--- config.mk ---
export PLATFORM = sky130hd
export DESIGN_NAME = trace_event_sequencer
export DESIGN_NICKNAME = d
export VERILOG_FILES = /design/src/rtl/trace_event_sequencer.sv
export SDC_FILE = /design/constraint.sdc
export NUM_CORES = 1
export LEC_CHECK = 0
export BUFFER_PORTS_ARGS = -buffer_cell sky130_fd_sc_hd__buf_2
export CAP_MARGIN = 20
export CELL_PAD_IN_SITES_DETAIL_PLACEMENT = 1
export CELL_PAD_IN_SITES_GLOBAL_PLACEMENT = 1
export CORE_MARGIN = 1
export CORE_UTILIZATION = 41
export CTS_BUF_LIST = sky130_fd_sc_hd__clkbuf_2 sky130_fd_sc_hd__clkbuf_4 sky130_fd_sc_hd__clkbuf_8
export CTS_CLUSTER_DIAMETER = 80
export CTS_CLUSTER_SIZE = 8
export DETAILED_ROUTE_END_ITERATION = 12
export PLACE_DENSITY_LB_ADDON = 0.05
export SLEW_MARGIN = 10
export SYNTH_ARGS = -nofsm -noshare
export SYNTH_HDL_FRONTEND = slang
export SYNTH_SLANG_ARGS = --single-unit
--- constraint.sdc ---
create_clock -name trace_clk -period 4.89 [get_ports trace_clk]
set_input_delay 0.978 -clock trace_clk [delete_from_list [all_inputs] [get_ports trace_clk]]
set_output_delay 0.978 -clock trace_clk [all_outputs]
set_load 0.01 [all_outputs]
--- src/rtl/trace_event_sequencer.sv ---
// Purpose : drains the trace sniff FIFO, rebuilds absolute match timestamps and emits {rule, time} records.
// Latency : a MATCH popped at edge N shows up on evt_valid/evt_rule/evt_time right after edge N.
// Backpr. : a MATCH is only popped when the output slot is empty or draining; TIME/STAT/reserved always pop.
//
// Ports:
//   trace_clk, reset          sole clock, synchronous active-high reset
//   enable                    level; 1 = run, 0 = return to IDLE (pending record dropped)
//   cfg_num_events            events to emit before DONE (0 = unlimited), sampled on IDLE->RUN
//   fifo_empty/fifo_dout      first-word-fall-through head of the sniff FIFO
//   fifo_rd                   combinational pop strobe
//   evt_valid/evt_ready       record handshake; evt_rule/evt_time are the record payload
//   evt_count                 records accepted this run (saturating)
//   last_stat                 payload of the most recent STAT entry
//   done                      high in DONE state
//   err_reserved              sticky, set when a reserved entry is popped
module trace_event_sequencer #(
    parameter int pTIME_W  = 32,
    parameter int pCOUNT_W = 16
) (
    input  logic                trace_clk,
    input  logic                reset,
    input  logic                enable,
    input  logic [pCOUNT_W-1:0] cfg_num_events,
    input  logic                fifo_empty,
    input  logic [17:0]         fifo_dout,
    output logic                fifo_rd,
    output logic                evt_valid,
    input  logic                evt_ready,
    output logic [7:0]          evt_rule,
    output logic [pTIME_W-1:0]  evt_time,
    output logic [pCOUNT_W-1:0] evt_count,
    output logic [5:0]          last_stat,
    output logic                done,
    output logic                err_reserved
);

    typedef enum logic [1:0] {
        ST_IDLE = 2'd0,
        ST_RUN  = 2'd1,
        ST_DONE = 2'd2
    } state_t;

    localparam logic [1:0] CMD_MATCH = 2'b00;
    localparam logic [1:0] CMD_TIME  = 2'b01;
    localparam logic [1:0] CMD_STAT  = 2'b10;

    state_t                state_q, state_d;
    logic [pTIME_W-1:0]    acc_q, acc_d;
    logic                  evt_valid_q, evt_valid_d;
    logic [7:0]            evt_rule_q, evt_rule_d;
    logic [pTIME_W-1:0]    evt_time_q, evt_time_d;
    logic [pCOUNT_W-1:0]   evt_count_q, evt_count_d;
    logic [pCOUNT_W-1:0]   cfg_num_q, cfg_num_d;
    logic [5:0]            last_stat_q, last_stat_d;
    logic                  err_reserved_q, err_reserved_d;

    logic [1:0]            head_cmd;
    logic                  accept;
    logic [pCOUNT_W-1:0]   count_inc;
    logic                  hit_target;
    logic                  pop;

    always_comb begin
        head_cmd  = fifo_dout[1:0];
        accept    = evt_valid_q && evt_ready;
        count_inc = (&evt_count_q) ? evt_count_q : evt_count_q + pCOUNT_W'(1);
        // The accept that completes the programmed count ends the run; nothing
        // else is consumed on that edge so the remaining entries stay queued.
        hit_target = (state_q == ST_RUN) && accept && (cfg_num_q != '0)
                     && (count_inc == cfg_num_q);
        // Gated by reset and enable so an entry is never popped on an edge
        // where its decode would be thrown away.
        pop = !reset && enable && (state_q == ST_RUN) && !fifo_empty && !hit_target
              && ((head_cmd != CMD_MATCH) || !evt_valid_q || evt_ready);
    end

    always_comb begin
        state_d        = state_q;
        acc_d          = acc_q;
        evt_valid_d    = evt_valid_q;
        evt_rule_d     = evt_rule_q;
        evt_time_d     = evt_time_q;
        evt_count_d    = evt_count_q;
        cfg_num_d      = cfg_num_q;
        last_stat_d    = last_stat_q;
        err_reserved_d = err_reserved_q;

        if (accept) begin
            evt_valid_d = 1'b0;
            evt_count_d = count_inc;
        end

        case (state_q)
            ST_IDLE: begin
                if (enable) begin
                    state_d        = ST_RUN;
                    acc_d          = '0;
                    evt_count_d    = '0;
                    err_reserved_d = 1'b0;
                    cfg_num_d      = cfg_num_events;
                end
            end
            ST_RUN: begin
                if (!enable) begin
                    state_d     = ST_IDLE;
                    evt_valid_d = 1'b0;
                end else if (hit_target) begin
                    state_d = ST_DONE;
                end
                if (pop) begin
                    case (head_cmd)
                        CMD_MATCH: begin
                            // A new MATCH loading on an accept edge keeps valid high.
                            evt_time_d  = acc_q + pTIME_W'(fifo_dout[7:2]);
                            evt_rule_d  = fifo_dout[15:8];
                            evt_valid_d = 1'b1;
                            acc_d       = '0;
                        end
                        CMD_TIME: begin
                            acc_d = pTIME_W'(fifo_dout[17:2]);
                        end
                        CMD_STAT: begin
                            last_stat_d = fifo_dout[7:2];
                        end
                        default: begin
                            err_reserved_d = 1'b1;
                        end
                    endcase
                end
            end
            ST_DONE: begin
                if (!enable) begin
                    state_d     = ST_IDLE;
                    evt_valid_d = 1'b0;
                end
            end
            default: begin
                state_d     = ST_IDLE;
                evt_valid_d = 1'b0;
            end
        endcase
    end

    always_ff @(posedge trace_clk) begin
        if (reset) begin
            state_q        <= ST_IDLE;
            acc_q          <= '0;
            evt_valid_q    <= 1'b0;
            evt_rule_q     <= '0;
            evt_time_q     <= '0;
            evt_count_q    <= '0;
            cfg_num_q      <= '0;
            last_stat_q    <= '0;
            err_reserved_q <= 1'b0;
        end else begin
            state_q        <= state_d;
            acc_q          <= acc_d;
            evt_valid_q    <= evt_valid_d;
            evt_rule_q     <= evt_rule_d;
            evt_time_q     <= evt_time_d;
            evt_count_q    <= evt_count_d;
            cfg_num_q      <= cfg_num_d;
            last_stat_q    <= last_stat_d;
            err_reserved_q <= err_reserved_d;
        end
    end

    assign fifo_rd      = pop;
    assign evt_valid    = evt_valid_q;
    assign evt_rule     = evt_rule_q;
    assign evt_time     = evt_time_q;
    assign evt_count    = evt_count_q;
    assign last_stat    = last_stat_q;
    assign done         = (state_q == ST_DONE);
    assign err_reserved = err_reserved_q;

endmodule

* Yosys cells after proc, flatten, opt, wreduce, memory -nomap -nowiden
Index checks and enable logic that the tools add are counted.
Word-level totals: output and inout port bits 66, input port bits 39, word-level logic and storage cells 72, register bits 114
Operators by class: equal/unequal tests 11, reduce and logical (&&, ||, !) cells 28, mux-type cells 22, add/sub/neg operators 2
Operators by type and width (number):
- $pmux 32 s2 | 2
- $mux 16 | 4
- $mux 32 | 2
- $add 32x6->32 | 1
- $add 16x1->16 const B | 1
- $eq 16x16->1 | 1
- $reduce_and 16->1 | 1
- $reduce_bool 16->1 | 1
- $logic_and 1x1->1 | 9
- $reduce_and 3->1 | 3
- $mux 2 | 4
- $ne 2x2->1 const B | 4
- $reduce_and 4->1 | 2
- $mux 1 | 7
- $pmux 2 s3 | 1
- $eq 2x1->1 const B | 2
- $eq 2x2->1 const B | 2
- $logic_not 1->1 | 4
- $logic_not 2->1 | 2
- $reduce_bool 2->1 | 2
- $ne 3x1->1 const B | 1
- $ne 3x3->1 const B | 1
- $pmux 1 s3 | 1
- $reduce_or 3->1 | 1
- other kinds (3) | 4

* Depth between registers and ports, before layout
Gate-level depths: netlist of run 1.
depth in word-level cells 9, gate-level depth with buffers 13, gate-level depth less buffers 11

* Least setup slack after synthesis of run 1
Ideal clock, no wire load.
kind input -> output, from input port evt_ready, to output port fifo_rd, cell stages on the path 8, path buffers 1, path slack 0.724 ns, required time 3.912 ns, data arrival time 3.188 ns, cells stage by stage nand2_1 -> a2111oi_0 -> nand3_1 -> or4_1 -> or4_1 -> buf_2 -> o31ai_4 -> nor2_1
Between the ends: longest elaborated chain between the ends 7, elaborated cells on any way between the ends 8, classes of those cells reduce/logical: 8
RTL lines:
- from (decl) | RTL line 28 | input logic evt_ready,
- $logic_and 1x1->1 | RTL line 65 | accept = evt_valid_q && evt_ready;
- $logic_and 1x1->1 (2 in a row) | RTL line 69 | hit_target = (state_q == ST_RUN) && accept && (cfg_num_q != '0)
- $logic_and 1x1->1 | RTL line 70 | && (count_inc == cfg_num_q);
- $logic_not 1->1 | RTL line 73 | pop = !reset && enable && (state_q == ST_RUN) && !fifo_empty && !hit_target
- $logic_and 1x1->1 | RTL line 73
- $logic_and 1x1->1 (*) | RTL line 74 | && ((head_cmd != CMD_MATCH) || !evt_valid_q || evt_ready);
- to (decl) | RTL line 26 | output logic fifo_rd,
Every way passes the cells marked *; elsewhere a longest branch is shown, timed or not.

* Worst setup path in the final report of run 1
from register evt_count_q[1] (netlist: evt_count[1]), to output port fifo_rd
Between the ends: longest elaborated chain between the ends 7, elaborated cells on any way between the ends 8, classes of those cells add/sub: 1; eq/ne: 1; mux: 1; reduce/logical: 5
RTL lines:
- from (decl) | RTL line 52 | logic [pCOUNT_W-1:0] evt_count_q, evt_count_d;
- from (signal assigned) | RTL line 161 | evt_count_q <= evt_count_d;
- $add 16x1->16 or $reduce_and 16->1 (tied branches) | RTL line 66 | count_inc = (&evt_count_q) ? evt_count_q : evt_count_q + pCOUNT_W'(1);
- $mux 16 (*) | RTL line 66
- $eq 16x16->1 (*) | RTL line 70
- $logic_and 1x1->1 (*) | RTL line 70
- $logic_not 1->1 (*) | RTL line 73
- $logic_and 1x1->1 (*) | RTL line 73
- $logic_and 1x1->1 (*) | RTL line 74
Marks and branches as above.

==> results of run 1 <==
final timing paths:
path	startpoint	endpoint	slack, ns	depth (start not counted)
min reg2reg	evt_rule[6]$_SDFFE_PP0P_	evt_rule[6]$_SDFFE_PP0P_	0.46	2
min	evt_rule[6]$_SDFFE_PP0P_	evt_rule[6]$_SDFFE_PP0P_	0.46	2
max reg2reg	evt_count[1]$_SDFF_PP0_	evt_time[11]$_SDFFE_PP0P_	1.00	10
max	evt_count[1]$_SDFF_PP0_	fifo_rd	0.19	9
power by group through the flow:
stage	Clock (mW)	Combinational (mW)	Sequential [mW]
after floorplan	0	0.0892	0.711
after global placement	0	0.123	0.716
after detailed placement	0	0.126	0.716
after CTS	0.538	0.127	0.700
after global routing	0.559	0.140	0.701
final	0.526	0.127	0.699
layout make-up:
type / instances / area share [%]
Multi-Input combinational cell: 451 / 50.8
Timing Repair Buffer: 112 / 11.5
Sequential cell: 83 / 30.1
Inverter: 12 / 0.817
Clock buffer: 11 / 2.74
Tap cell: 140 / 3.18
Clock inverter: 4 / 0.885
registers in the layout (all words and copies together) (netlist names):
signal and cells:
evt_time 17, acc_q 16, cfg_num_q 16, evt_count 16, evt_rule 8, last_stat 6, state_q 2, err_reserved 1
evt_valid 1
tightest hold or removal path, stage by stage, from the launching register on:
cell,delay [ns]
sky130_fd_sc_hd__dfxtp_1,0.32
sky130_fd_sc_hd__nand3_1,0.06
sky130_fd_sc_hd__o21ai_1,0.05
per-stage QoR:
step                      hold WS (ns)  setup slack, ns  cell area [um^2]  std cells  total power [mW]
after floorplan                  0.424            0.724              4790        603             0.800
after global placement           0.442            0.421              5290        796             0.839
after detailed placement         0.453            0.391              5290        796             0.842
after CTS                        0.468           0.0215              5490        811              1.36
after global routing             0.483          0.00525              5520        813              1.40
final                            0.463            0.185              5520        813              1.35
logic make-up after synthesis:
group | after synthesis | synth area share [%]
buffers and inverters | 69 | 7.26
other | 1 | 0.0791
DFF | 83 | 35.1
xor gates and xnor gates | 31 | 5.73
AOI/OAI and AO/OA | 108 | 16.3
muxes | 22 | 4.70
and+or+nand+nor | 267 | 28.6
adders and majority gates | 8 | 2.27
layout by cell type, fill, tap and decap left out, drive strengths merged, types with 3 or more instances in the layout:
cell,n
xnor2,14
o21ai,19
nor3b,3
ha,7
nor4,11
conb,15
and2,3
o41ai,4
buf,112
and3,7
nand2,97
o2111ai,4
clkbuf,11
dfxtp,83
o32ai,4
o311ai,8
nand3,39
nor3,20
or2,4
a21oi,26
xor2,17
nand4,17
o211ai,3
a31o,9
a211oi,4
nor4b,3
a311oi,3
and4,4
or4,10
o31ai,6
nor2b,8
inv,13
mux2i,20
a31oi,5
nand2b,6
nor2,30
layer usage:
layer	routed length, um	vias up	part of all wire [%]
met1	6400	2275	43
met3	549	27	3.7
li1	-	2262	-
met4	363	0	2.4
met2	7680	112	51
met5	0	-	0
==> reports/qor.yml, run 1 <==
detailed_routing:
  dr.pass1.iters: 4
  vias_per_cell: 5.75
  detail_route.wl_per_cell_um: 18.4
  wirelength_mm: 15.0
  via_count: 4676
  dr.first_iter.drc_count: 230
  drc: 0
  ant_nets: 0
logic_synthesis:
  synth.avg_cell_area_um2: 8.04
  netlist_instances: 589
  synth_largest_type_area_fraction_pct: 35.1
  async_flop_share_pct: 0
  postSynthRegisterBits: 83
  synthTopCellsByArea: "sky130_fd_sc_hd__dfxtp_1 35%, sky130_fd_sc_hd__nand2_1 7.7%, sky130_fd_sc_hd__mux2i_1 4.2%"
  synth_edf_count: 0
  syn_area_um2: 4740
  synth.largest_area_cell: "sky130_fd_sc_hd__dfxtp_1"
  ys_warn_count: 0
  dominantRegCellSynth: "sky130_fd_sc_hd__dfxtp_1"
  yosysUniqueCellTypes: 61
  synth.top_cells.by_count: "97 x sky130_fd_sc_hd__nand2_1, 83 x sky130_fd_sc_hd__dfxtp_1, 39 x sky130_fd_sc_hd__nand3_1"
  yosysSeqAreaShare_pct: 35.1
  yosysMostFrequentCell: "sky130_fd_sc_hd__nand2_1"
finish:
  final_layout_size_suffix_gt1_share_pct: 21.1
  final_net_count: 716
  multi_input_area_um2: 2800
  seq_area_um2: 1660
  syn_to_final_growth_pct: 16.4
  num_antenna_cells: 0
  utilization_pct: 50.0
  final.fill_count: 1378
setup_path:
  critical_path_buf_inv_count: 1
  worst_setup_path_start_kind: "flop"
  crit_path_cell_trace: "ha_1, nand3_2, or4_1, a31oi_1, o22ai_1, or4_1, o31ai_4, nor2_1, buf_2"
  path_common_cell: "sky130_fd_sc_hd__or4_1"
  path_class: "flop to output port"
  timing.critical_path.max_delay_family: "simple AND/OR/NAND/NOR gates"
  critPathArrivalTime_ns: 3.73
  cp_slowest_stage_delay_ns: 0.66
  critPathCaptureType: "output port"
  critPathMaxFanout: 14
  worst_path_max_delay_cell: "sky130_fd_sc_hd__or4_1"
  data_required_time_of_the_worst_path_ns: 3.91
global_routing:
  first_global_vias: 4627
  gr-total-overflow: 0
  grt_max_degree: 61
  grt_antenna_before_repair: 0
  globalRouteMet2Util_pct: 46.6
  layer_with_the_highest_usage: "met2"
  grt.total_usage_pct: 26.0
  globalRouteMet3Util_pct: 4.45
  grt_pass1_wl_mm: 23.8
  grt.met1_usage_pct: 30.7
placement:
  place_hpwl_mm: 11.0
  gpl.final_weighted_congestion: 0.904
  buffer_ports.inserted: 89
power_and_ir_drop:
  pwr-share-clk_pct: 38.9
  seqPwrFrac_pct: 51.7
  power.ir.vdd_worst_mv: 0.143
  power_report.internal_total_uw: 992
  pwr_density_cell_nw_per_um2: 245
  static_leakage_nw: 2.20
  power_switching_uw: 361
  comb_power_share_pct: 9.4
  switching_share_of_power_pct: 26.7
floorplanning:
  floorplan_die_area_um2: 12000
  chipHeight_um: 110
  num_io_pins: 105
  die_x_um: 110
  initial_utilization_pct: 43.0
  core-area_um2: 11000
  row_count: 38
timing:
  slew_violations: 0
  hold_viol_final: 0
  setup_viol: 0
  min_period_ns: 4.70
  post-route-period-util_pct: 96.2
  max-slew-margin-rel_pct: 37.7
  rsz0062_at_grt: "false"
  finalSetupTns_ns: 0
  clock_skew_ns: 0.00552
  worst_pin_slew_ns: 0.928
  max_freq_mhz: 213
clock_network:
  clk_pin_slew_worst_paths_ns: 0.09
  tritoncts_num_sinks: 83
  clk_root_buf: "sky130_fd_sc_hd__clkbuf_8"
  clock_latency_ns: 0.38
  cts_buffers: 9
  number_of_gates_given_a_new_drive_strength_after_cts: 0
  cts-htree-levels: 3
  tritoncts_clock_tree: "built"
  clock_path_buffers: 2
  cts_post_setup_buffers_inserted: 0
  postCtsHoldBufs: 0
hold_path:
  worst_hold_path_type: "flop to flop"
run:
  maxCapViolations: 0
outcome:
  status: "finished, final reports clean"
Note: power is estimated with default switching activity, not from simulation.
==> inputs of run 2 (changes only) <==
--- a/config.mk
+++ b/config.mk
@@ -17,2 +17,3 @@
 export DETAILED_ROUTE_END_ITERATION = 12
+export MAX_ROUTING_LAYER = met4
 export PLACE_DENSITY_LB_ADDON = 0.05
==> constraint.sdc (replaced) <==
create_clock -name trace_clk -period 4.89 [get_ports trace_clk]
set_input_delay 1.467 -clock trace_clk [delete_from_list [all_inputs] [get_ports trace_clk]]
set_output_delay 1.467 -clock trace_clk [all_outputs]
set_load 0.01 [all_outputs]
==> reports/qor.yml, run 2 (synthesis gave the netlist of run 1 again) <==
power_and_ir_drop:
  pwr-share-clk_pct: 38.1  # was 38.9%
  power_switching_uw: 360  # was 361 uW
  switching_share_of_power_pct: 26.7  # about the same
  pwr_density_cell_nw_per_um2: 238  # was 245 nW/um^2
  comb_power_share_pct: 9.9  # was 9.4%
  power_report.internal_total_uw: 987  # was 992 uW
  seqPwrFrac_pct: 52.0  # was 51.7%
  static_leakage_nw: 2.27  # was 2.20 nW
  power.ir.vdd_worst_mv: 0.202  # was 0.143 mV
global_routing:
  layer_with_the_highest_usage: "met2"  # unchanged
  globalRouteMet3Util_pct: 4.98  # was 4.45%
  grt_max_degree: 61  # unchanged
  grt.total_usage_pct: 27.1  # was 26.0%
  grt_pass1_wl_mm: 24.0  # was 23.8 mm
  grt.met1_usage_pct: 30.8  # was 30.7%
  globalRouteMet2Util_pct: 46.1  # was 46.6%
  grt_antenna_before_repair: 0  # unchanged
  gr-total-overflow: 0  # unchanged
  first_global_vias: 4693  # was 4,627
finish:
  seq_area_um2: 1670  # was 1660 um^2
  fin_cells: 825  # was 813
  num_antenna_cells: 0  # unchanged
  multi_input_area_um2: 2850  # was 2800 um^2
  most-common-layout-cells: "96 x sky130_fd_sc_hd__nand2_1, 88 x sky130_fd_sc_hd__buf_2, 80 x sky130_fd_sc_hd__dfxtp_1, 38 x sky130_fd_sc_hd__nand3_1, 33 x sky130_fd_sc_hd__buf_4"  # was 97 x sky130_fd_sc_hd__nand2_1, 89 x sky130_fd_sc_hd__buf_2, 83 x sky130_fd_sc_hd__dfxtp_1, 38 x sky130_fd_sc_hd__nand3_1, 30 x sky130_fd_sc_hd__nor2_1
  most_frequent_standard_cell_in_the_layout_excluding_fill_and_tap_cells: "sky130_fd_sc_hd__nand2_1"  # unchanged
  final_layout_size_suffix_gt1_share_pct: 23.5  # was 21.1%
  largest_register_ff_count: 17  # unchanged
  final.fill_count: 1419  # was 1,378
  syn_to_final_growth_pct: 19.3  # was 16.4%
  postLayoutCellArea_um2: 5650  # was 5520 um^2
  final_net_count: 727  # was 716
setup_path:
  path_class: "input port to output port"  # was flop to output port
  worst_setup_path_start_kind: "input port"  # was flop
  cp_slowest_stage_delay_ns: 0.51  # was 0.66 ns
  r2r_cells: 10  # unchanged
  critPathArrivalTime_ns: 3.34  # was 3.73 ns
  data_required_time_of_the_worst_path_ns: 3.42  # was 3.91 ns
  worstReg2RegStart: "evt_count[14]$_SDFF_PP0_"  # was evt_count[1]$_SDFF_PP0_
  worst-r2r-setup-slack_ns: 1.20  # was 1.00 ns
  crit_path_cell_trace: "buf_6, nand2_4, a2111oi_4, nand3_1, or4_1, or4_4, o31ai_4, nor2_2, buf_2"  # was ha_1, nand3_2, or4_1, a31oi_1, o22ai_1, or4_1, o31ai_4, nor2_1, buf_2
  critPathMaxFanout: 2  # was 14
  worstReg2RegEnd: "evt_time[7]$_SDFFE_PP0P_"  # was evt_time[11]$_SDFFE_PP0P_
  worst_path_max_delay_cell: "sky130_fd_sc_hd__or4_1"  # unchanged
  critPathCaptureType: "output port"  # unchanged
clock_network:
  clock_latency_ns: 0.37  # was 0.38 ns
  clk_root_buf: "sky130_fd_sc_hd__clkbuf_8"  # unchanged
  clock_path_buffers: 2  # unchanged
  tritoncts_num_sinks: 83  # unchanged
  tritoncts_clock_tree: "built"  # unchanged
  postCtsHoldBufs: 0  # unchanged
  cts_buffers: 9  # unchanged
  clk_pin_slew_worst_paths_ns: 0.08  # was 0.09 ns
  cts-htree-levels: 3  # unchanged
timing:
  max_freq_mhz: 208  # was 213 MHz
  setup_viol: 0  # unchanged
  post-route-period-util_pct: 98.2  # was 96.2%
  min_period_ns: 4.80  # was 4.70 ns
  finalSetupTns_ns: 0  # unchanged
  slew_violations: 0  # unchanged
  rsz0062_at_grt: "false"  # unchanged
  max-slew-margin-rel_pct: 31.4  # was 37.7%
  clock_skew_ns: 0.00775  # was 0.00552 ns
  hold_viol_final: 0  # unchanged
  worst_pin_slew_ns: 1.02  # was 0.928 ns
detailed_routing:
  dr.first_iter.drc_count: 287  # was 230
  detail_route.wl_per_cell_um: 18.5  # was 18.4 um
  dr.pass1.iters: 4  # unchanged
  via_count: 4700  # was 4,676
  wirelength_mm: 15.2  # was 15.0 mm
  ant_nets: 0  # unchanged
  drc: 0  # unchanged
  vias_per_cell: 5.70  # was 5.75
run:
  maxCapViolations: 0  # unchanged
floorplanning:
  chipHeight_um: 110  # unchanged
  row_count: 38  # unchanged
  floorplan_die_area_um2: 12000  # unchanged
  initial_utilization_pct: 43.0  # unchanged
  core-area_um2: 11000  # unchanged
  die_x_um: 110  # unchanged
  num_io_pins: 105  # unchanged
placement:
  buffer_ports.inserted: 89  # unchanged
  number_of_cells_after_detailed_placement: 807  # was 796
  placedInstanceArea_um2: 5380  # was 5290 um^2
  gpl.final_weighted_congestion: 0.901  # was 0.904
  place_hpwl_mm: 11.4  # was 11.0 mm
hold_path:
  worst_hold_path_type: "flop to flop"  # unchanged
  hold_path_startpoint: "evt_time[0]$_SDFFE_PP0P_"  # was evt_rule[6]$_SDFFE_PP0P_
  hold-path-cell-count: 2  # unchanged
  timing.hold.worst_endpoint: "evt_time[0]$_SDFFE_PP0P_"  # was evt_rule[6]$_SDFFE_PP0P_
outcome:
  status: "finished, final reports clean"  # unchanged
## run 2: changes by cell type in the layout (fill, tap and decap cells not counted), sizes merged
| cell | previous run | this run |
|---|---|---|
| inv | 13 | 12 |
| clkinvlp | 0 | 1 |
| buf | 112 | 123 |
| clkinv | 2 | 3 |
## run 2: through the flow
step                setup slack, ns  power [mW]  utilization (%)  hold WS [ns]
global placement            -0.0577       0.842             48.8         0.443
global route                0.00616        1.40             51.2         0.493
floorplan                    0.0472       0.800                -         0.424
CTS                         0.00486        1.35             50.9         0.467
finish                       0.0870        1.35             51.2         0.463
detailed placement          -0.0927       0.845             48.8         0.451
## run 2: cell type report
class / count / area share (%)
sequential: 83 / 29.5
inverter: 12 / 0.797
timing repair buffer: 123 / 12.7
tap: 140 / 3.10
clock buffer: 11 / 2.57
multi-input combinational: 451 / 50.4
clock inverter: 5 / 0.930
## run 2: repair_timing
action                                  CTS  global route
resized for setup                         4             8
setup buffers                             1             0
pin swaps                                 3             3
cloned                                    0             0
endpoints found under the setup margin    1             1
## run 2: power by group through the flow
stage                     Clock [mW]  Sequential [mW]  Combinational, mW
final                          0.513            0.700              0.133
after global routing           0.547            0.702              0.147
after CTS                      0.523            0.700              0.132
after detailed placement           0            0.716              0.129
after global placement             0            0.716              0.127
after floorplan                    0            0.711             0.0898
## run 2: routing by layer
layer | wire, um | part of all wire, %
met1 | 6520 | 43
met2 | 7640 | 50
met3 | 577 | 3.8
met4 | 493 | 3.2
met5 | 0 | 0
## run 2: how the worst max path moves through the flow
stage,slack (ns),end,start,cells past startpoint
after CTS,0.005,fifo_rd,evt_ready,9
after floorplan,0.05,fifo_rd,evt_ready,8
final,0.09,fifo_rd,evt_ready,9
after detailed placement,-0.09,fifo_rd,evt_ready,9
after global placement,-0.06,fifo_rd,evt_ready,9
after global routing,0.006,fifo_rd,evt_count[14]$_SDFF_PP0_,8
## run 2: critical path, delay by kind of cell
kind	cells	cell delay (ns)
AO/OA/AOI/OAI	2	0.45
buffers and inverters	2	0.22
AND/OR/NAND/NOR	5	1.20
